### src/rtl/reg_writeback_if.sv
// Signal bundle between the register-file write front end and its producers/consumers.
// slave = the writeback block, master = the pipeline/long-unit/issue side.
interface reg_writeback_if #(
  parameter int FIFO_AW = 2
);
  logic               alu_wr;
  logic [4:0]         alu_rd;
  logic [31:0]        alu_data;
  logic               lng_issue;
  logic [4:0]         lng_issue_rd;
  logic               lng_valid;
  logic               lng_ready;
  logic [4:0]         lng_rd;
  logic [31:0]        lng_data;
  logic               regwrite;
  logic [4:0]         regtowrite;
  logic [31:0]        datatowrite;
  logic [31:0]        busy;
  logic [FIFO_AW:0]   fifo_count;
  logic               hazard_err;

  modport master (
    output alu_wr, alu_rd, alu_data,
    output lng_issue, lng_issue_rd,
    output lng_valid, lng_rd, lng_data,
    input  lng_ready,
    input  regwrite, regtowrite, datatowrite,
    input  busy, fifo_count, hazard_err
  );

  modport slave (
    input  alu_wr, alu_rd, alu_data,
    input  lng_issue, lng_issue_rd,
    input  lng_valid, lng_rd, lng_data,
    output lng_ready,
    output regwrite, regtowrite, datatowrite,
    output busy, fifo_count, hazard_err
  );
endinterface

### src/rtl/reg_writeback.sv
// Register-file write front end: merges ALU writeback with FIFO-buffered long-latency
// results into one registered write slot, and tracks pending long results per register.
module reg_writeback #(
  parameter int FIFO_DEPTH = 4,
  parameter int FIFO_AW    = 2
) (
  input  logic            clk,
  input  logic            reset_n,
  reg_writeback_if.slave  bus
);

  logic [4:0]         r_fifo_rd   [FIFO_DEPTH];
  logic [31:0]        r_fifo_data [FIFO_DEPTH];
  logic [FIFO_AW-1:0] r_wptr;
  logic [FIFO_AW-1:0] r_rptr;
  logic [FIFO_AW:0]   r_count;
  logic [31:0]        r_busy;
  logic               r_err;
  logic               r_wr_p1;
  logic [4:0]         r_rd_p1;
  logic [31:0]        r_data_p1;

  logic               w_ready;
  logic               w_push;
  logic               w_pop;
  logic [4:0]         w_head_rd;
  logic [31:0]        w_head_data;
  logic               w_slot_vld;
  logic [4:0]         w_slot_rd;
  logic [31:0]        w_slot_data;
  logic [31:0]        w_busy_set;
  logic [31:0]        w_busy_clr;
  logic [31:0]        w_busy_nxt;
  logic               w_hazard;

  assign w_ready     = (r_count < (FIFO_AW+1)'(FIFO_DEPTH));
  assign w_push      = bus.lng_valid & w_ready;
  // ALU writeback always owns the slot; the FIFO only drains on idle ALU cycles.
  assign w_pop       = ~bus.alu_wr & (r_count != '0);
  assign w_head_rd   = r_fifo_rd[r_rptr];
  assign w_head_data = r_fifo_data[r_rptr];

  assign w_slot_vld  = bus.alu_wr | w_pop;
  assign w_slot_rd   = bus.alu_wr ? bus.alu_rd   : w_head_rd;
  assign w_slot_data = bus.alu_wr ? bus.alu_data : w_head_data;

  // Set is applied after clear so a newly issued op to the same register keeps it busy.
  assign w_busy_clr  = (w_pop && (w_head_rd != 5'd0)) ? (32'd1 << w_head_rd) : 32'd0;
  assign w_busy_set  = (bus.lng_issue && (bus.lng_issue_rd != 5'd0)) ?
                       (32'd1 << bus.lng_issue_rd) : 32'd0;
  assign w_busy_nxt  = (r_busy & ~w_busy_clr) | w_busy_set;

  assign w_hazard    = (bus.lng_issue && r_busy[bus.lng_issue_rd])
                     | (bus.alu_wr && r_busy[bus.alu_rd])
                     | (w_pop && (w_head_rd != 5'd0) && !r_busy[w_head_rd]);

  // ---- stage p0: FIFO storage (data only, no reset needed) ----
  always_ff @(posedge clk) begin
    if (w_push) begin
      r_fifo_rd[r_wptr]   <= bus.lng_rd;
      r_fifo_data[r_wptr] <= bus.lng_data;
    end
  end

  always_ff @(posedge clk or negedge reset_n) begin
    if (!reset_n) begin
      r_wptr  <= '0;
      r_rptr  <= '0;
      r_count <= '0;
      r_busy  <= '0;
      r_err   <= 1'b0;
    end else begin
      if (w_push) r_wptr <= r_wptr + 1'b1;
      if (w_pop)  r_rptr <= r_rptr + 1'b1;
      case ({w_push, w_pop})
        2'b10:   r_count <= r_count + 1'b1;
        2'b01:   r_count <= r_count - 1'b1;
        default: r_count <= r_count;
      endcase
      r_busy <= w_busy_nxt;
      if (w_hazard) r_err <= 1'b1;
    end
  end

  // ---- stage p1: registered write slot toward the register file ----
  always_ff @(posedge clk or negedge reset_n) begin
    if (!reset_n) begin
      r_wr_p1   <= 1'b0;
      r_rd_p1   <= 5'd0;
      r_data_p1 <= 32'd0;
    end else if (w_slot_vld) begin
      r_wr_p1   <= (w_slot_rd != 5'd0);
      r_rd_p1   <= w_slot_rd;
      r_data_p1 <= w_slot_data;
    end else begin
      r_wr_p1   <= 1'b0;
    end
  end

  assign bus.lng_ready   = w_ready;
  assign bus.regwrite    = r_wr_p1;
  assign bus.regtowrite  = r_rd_p1;
  assign bus.datatowrite = r_data_p1;
  assign bus.busy        = r_busy;
  assign bus.fifo_count  = r_count;
  assign bus.hazard_err  = r_err;

endmodule

### src/flat_wrapper.sv
// flat-port wrapper written by rule: the top's interface ports become plain ports
module reg_writeback_flat 
#(
  parameter int FIFO_DEPTH = 4,
  parameter int FIFO_AW    = 2
)
  (clk, reset_n, bus_alu_wr, bus_alu_rd, bus_alu_data, bus_lng_issue, bus_lng_issue_rd, bus_lng_valid, bus_lng_rd, bus_lng_data, bus_lng_ready, bus_regwrite, bus_regtowrite, bus_datatowrite, bus_busy, bus_fifo_count, bus_hazard_err);
  reg_writeback_if #(.FIFO_AW(FIFO_AW)) bus_i ();
  input  logic clk;
  input  logic reset_n;
  input wire logic [$bits(bus_i.alu_wr)-1:0] bus_alu_wr;
  input wire logic [$bits(bus_i.alu_rd)-1:0] bus_alu_rd;
  input wire logic [$bits(bus_i.alu_data)-1:0] bus_alu_data;
  input wire logic [$bits(bus_i.lng_issue)-1:0] bus_lng_issue;
  input wire logic [$bits(bus_i.lng_issue_rd)-1:0] bus_lng_issue_rd;
  input wire logic [$bits(bus_i.lng_valid)-1:0] bus_lng_valid;
  input wire logic [$bits(bus_i.lng_rd)-1:0] bus_lng_rd;
  input wire logic [$bits(bus_i.lng_data)-1:0] bus_lng_data;
  output wire logic [$bits(bus_i.lng_ready)-1:0] bus_lng_ready;
  output wire logic [$bits(bus_i.regwrite)-1:0] bus_regwrite;
  output wire logic [$bits(bus_i.regtowrite)-1:0] bus_regtowrite;
  output wire logic [$bits(bus_i.datatowrite)-1:0] bus_datatowrite;
  output wire logic [$bits(bus_i.busy)-1:0] bus_busy;
  output wire logic [$bits(bus_i.fifo_count)-1:0] bus_fifo_count;
  output wire logic [$bits(bus_i.hazard_err)-1:0] bus_hazard_err;
  assign bus_i.alu_wr = bus_alu_wr;
  assign bus_i.alu_rd = bus_alu_rd;
  assign bus_i.alu_data = bus_alu_data;
  assign bus_i.lng_issue = bus_lng_issue;
  assign bus_i.lng_issue_rd = bus_lng_issue_rd;
  assign bus_i.lng_valid = bus_lng_valid;
  assign bus_i.lng_rd = bus_lng_rd;
  assign bus_i.lng_data = bus_lng_data;
  assign bus_lng_ready = bus_i.lng_ready;
  assign bus_regwrite = bus_i.regwrite;
  assign bus_regtowrite = bus_i.regtowrite;
  assign bus_datatowrite = bus_i.datatowrite;
  assign bus_busy = bus_i.busy;
  assign bus_fifo_count = bus_i.fifo_count;
  assign bus_hazard_err = bus_i.hazard_err;
  reg_writeback #(.FIFO_DEPTH(FIFO_DEPTH), .FIFO_AW(FIFO_AW)) u_core (.clk(clk), .reset_n(reset_n), .bus(bus_i));
endmodule
### config.mk
export PLATFORM = sky130hd
export DESIGN_NAME = reg_writeback_flat
export DESIGN_NICKNAME = d
export VERILOG_FILES = /design/src/rtl/reg_writeback_if.sv /design/src/rtl/reg_writeback.sv /design/src/flat_wrapper.sv
export SDC_FILE = /design/constraint.sdc
export NUM_CORES = 1
export LEC_CHECK = 0
export ABC_CLOCK_PERIOD_IN_PS = 4380
export CAP_MARGIN = 0
export CORE_MARGIN = 2
export CORE_UTILIZATION = 40
export CTS_BUF_LIST = sky130_fd_sc_hd__clkbuf_4 sky130_fd_sc_hd__clkbuf_8
export DETAILED_ROUTE_END_ITERATION = 16
export SKIP_CTS_REPAIR_TIMING = 1
export SYNTH_ARGS = -nofsm -noshare
export SYNTH_HDL_FRONTEND = slang
export SYNTH_SLANG_ARGS = --single-unit
### constraint.sdc
create_clock -name clk -period 4.38 [get_ports clk]
set_clock_uncertainty 0.05 [all_clocks]
set_input_delay 0.657 -clock clk [delete_from_list [all_inputs] [get_ports clk]]
set_output_delay 0.657 -clock clk [all_outputs]
set_load 0.03 [all_outputs]
==> metrics.md <==
| Metric | Value |
|---|---|
| Layout Nets | `876` |
| Sink Count | `~230` |
| Most frequent CP cell | `o21ai_0` |
| CP max stage cell | `mux4_2` |
| Antenna-violating nets left | `0` |
| Initial antenna violation count | `0` |
| Psw | `about 0.003 W` |
| Post-synth cell types | `45` |
| CP Max Fanout | `22` |
| Maximum operating frequency | `between 0.3 and 0.4 GHz` |
| Path type of the worst setup path | `flop to flop` |
| Synth Register Bits | `approximately 230` |
| Startpoint Class | `flop` |
| Vias | `about 6000` |
| Cts bufs inserted | `36` |
| Largest stage delay on the critical path | `about 790 ps` |
| CP Cell Sequence | `buf_4 -> mux4_2 -> nor4b_2 -> nand2_1 -> o21ai_0 -> o21ai_0` |
| # DRC | `0` |
| Status | `complete, no violations` |
| TritonCTS clock tree | `done` |
| Slew HR | `0.295` |
| Top layer in use | `met4` |
| Share of layout cells above drive strength 1 | `0.172` |
| WL met2 | `around 11000 um` |
| CTS root buffer | `clkbuf_8` |
| Vias in the first global route | `between 6000 and 7000` |
| Input/output buffers | `between 150 and 200` |
| Worst hold slack | `roughly 270 ps` |
| RSZ-0062 raised after global routing | `false` |
| Die width | `between 150 and 200 um` |
| Pins over their slew limit | `0` |
| Post-Synthesis Cells | `624` |
| Die height | `160 um` |
| Clock transition at path regs | `70 ps` |
| Main flop type after synthesis | `edfxtp_1` |
| Synth Net Count | `between 700 and 800` |
| Worst-Skew Late Latency | `530 ps` |
| CTS max path bufs | `3` |
| First-pass GRT wire length | `roughly 37000 um` |
| HP Class | `input pin to asynchronous set/reset pin` |
| Switching Fraction | `0.369` |
| Largest net degree at the start of global routing | `80` |
| FF-to-FF Start | `u_core.r_rptr[0]$_DFFE_PN0P_` |
| P_leak | `around 4.3 nW` |
| Worst slew pin tran | `approximately 1100 ps` |
| Dpl hpwl | `between 15000 and 20000 um` |
| Power density over cell area | `about 680 nW/um^2` |
| CP delay by family, top | `multiplexers` |
| # IOs | `approximately 160` |
| Post-synth EDFFs | `approximately 150` |
| Total power | `a little over 0.008 W` |
| Worst path required time | `4720 ps` |
| Min cycle time layout | `about 2900 ps` |
| Core area | `between 20000 and 25000 um^2` |
| Full die area | `between 20000 and 30000 um^2` |
| Period Utilization, post-route | `0.657` |
| Final Hold Vio Count | `0` |
| Internal power | `approximately 0.0052 W` |
| CP Launch Point | `u_core.r_rptr[0]$_DFFE_PN0P_` |
| H-tree depth | `2` |
| TritonRoute pass-1 iters | `5` |
| Metal3 WL | `1940 um` |
| Avg Vias per Cell | `5.31` |
| Final RePlAce weighted congestion | `between 0.8 and 0.9` |
| Row count | `57` |
| Comb power frac | `0.392` |
| Clock network fraction of total power | `0.214` |
| GRT overflow | `0` |
| Syn_area_per_cell | `between 15 and 20 um^2` |
| WP buf/inv | `1` |
| Fillers | `a little over 2000` |
| Setup slack, reg-to-reg | `approximately 1500 ps` |
| Initial Util | `0.403` |
| Power share of the sequential group | `0.394` |
| CP Data Arrival Time | `3210 ps` |
| 1st-iter DRT viols | `around 380` |
| WL final | `approximately 23000 um` |
| Area Overhead vs Synth | `26.5%` |
| M1 wire length | `~9600 um` |
| Post-route setup TNS | `0 ps` |
| Sequential-to-total area share from yosys stat | `0.659` |
| Max-Cap Viols | `0` |
| Routed len/inst | `~20 um` |
| Total GRT Usage | `0.185` |
| Yosys Warn Count | `0` |
| Post-synth ARST share | `0.345` |
| Diode count | `0` |
| Setup Viol. Count Final | `0` |
| Crit path capture type | `flop` |
| Core Util, Final | `0.510` |
| Netlist Area Pre-Place | `approximately 9700 um^2` |
| VDD IR-drop max | `376 uV` |
## stage by stage
stage          std cells  instance area, um^2  setup slack (ps)
2_1_floorplan        624                 9710              1900
3_3_place_gp        1072                11600              1070
3_5_place_dp        1072                11600              1010
4_1_cts             1138                12300              1480
5_1_grt             1138                12300              1230
6_report            1138                12300              1500
## placed cells by master (no fill, tap or decap), types with 4 or more instances in the layout
| cell type | count |
|---|---|
| and2_2 | 4 |
| buf_4 | 6 |
| clkbuf_4 | 15 |
| clkbuf_8 | 40 |
| clkdlybuf4s50_1 | 156 |
| clkinv_1 | 4 |
| clkinv_2 | 4 |
| dfrtp_1 | 76 |
| edfxtp_1 | 148 |
| ha_1 | 5 |
| inv_1 | 7 |
| mux2_2 | 10 |
| mux2i_1 | 56 |
| mux4_2 | 51 |
| nand2_1 | 51 |
| nand2b_1 | 4 |
| nand3_1 | 9 |
| nand4_1 | 4 |
| nor2_1 | 10 |
| nor2b_1 | 9 |
| nor3_1 | 6 |
| o21ai_0 | 94 |
| o21ai_1 | 4 |
| xnor2_1 | 4 |
## power by group through the flow
stage | logic, W | clock network, W | registers (W)
after floorplan | 0.00169 | 0 | 0.00362
after global placement | 0.00323 | 0 | 0.00330
after detailed placement | 0.00327 | 0 | 0.00331
after CTS | 0.00329 | 0.00183 | 0.00327
after global routing | 0.00349 | 0.00193 | 0.00333
final | 0.00325 | 0.00178 | 0.00327
## layer usage
layer,global-route usage,vias to the layer above
met2,0.300,272
met4,0.0725,0
li1,-,2734
met5,0,-
met1,0.238,2979
met3,0.0530,57
## kinds of logic after synthesis
| family | after synthesis | synth area share |
|---|---|---|
| xor gates and xnor gates | 6 | 0.00541 |
| DFF | 226 | 0.659 |
| muxes | 117 | 0.188 |
| adders and majority gates | 6 | 0.00850 |
| and+or+nand+nor | 110 | 0.0568 |
| AOI/OAI and AO/OA | 113 | 0.0620 |
| buffers and inverters | 46 | 0.0213 |
## state kept, by name, summed over array words and instances (netlist names)
name,count
u_core.bus.busy,32
u_core.bus.datatowrite,32
u_core.bus.fifo_count,3
u_core.bus.hazard_err,1
u_core.bus.regtowrite,5
u_core.bus.regwrite,1
u_core.r_fifo_data,128
u_core.r_fifo_rd,20
u_core.r_rptr,2
u_core.r_wptr,2
## final cells by class
cell class              instances  area (um^2)  share of cell area
flip-flops and latches        226         6400               0.521
clock inverters                11         62.6             0.00509
clock buffers                  55          663              0.0540
multi-input cells             352         3120               0.254
well taps                     324          405              0.0330
inverters                       7         26.3             0.00214
repair buffers                163         1610               0.131
## Yosys cell counts (all sizes together) (2+ instances only)
master / count / area [um^2]
a211o: 2 / 17.5
inv: 7 / 26.3
nand3b: 2 / 15.0
xnor2: 4 / 35.0
nand2b: 5 / 38.8
nand2: 51 / 191
a211oi: 2 / 15.0
mux2i: 56 / 561
nor4: 2 / 12.5
o21ai: 98 / 490
o22ai: 2 / 12.5
mux2: 10 / 113
and2: 4 / 25.0
clkbuf: 23 / 86.3
nor3: 8 / 51.3
mux4: 51 / 1150
a21oi: 2 / 10.0
nand4: 4 / 25.0
a22oi: 2 / 15.0
buf: 16 / 93.8
xor2: 2 / 17.5
nor2b: 9 / 56.3
edfxtp: 148 / 4440
ha: 5 / 62.6
nor2: 10 / 37.5
or2: 2 / 12.5
dfrtp: 78 / 1950
nand3: 9 / 45.0
## final timing paths
check                                                end  depth (start not counted)
setup / recovery           u_core.bus.busy[26]$_DFF_PN0_                          6
hold / removal             u_core.bus.busy[29]$_DFF_PN0_                          1
setup reg to reg           u_core.bus.busy[26]$_DFF_PN0_                          6
hold reg to reg             u_core.bus.busy[0]$_DFF_PN0_                          0
max in group asynchronous   u_core.r_rptr[1]$_DFFE_PN0P_                          1
min in group clk            u_core.bus.busy[0]$_DFF_PN0_                          0
Note: power is estimated with default switching activity, not from simulation.
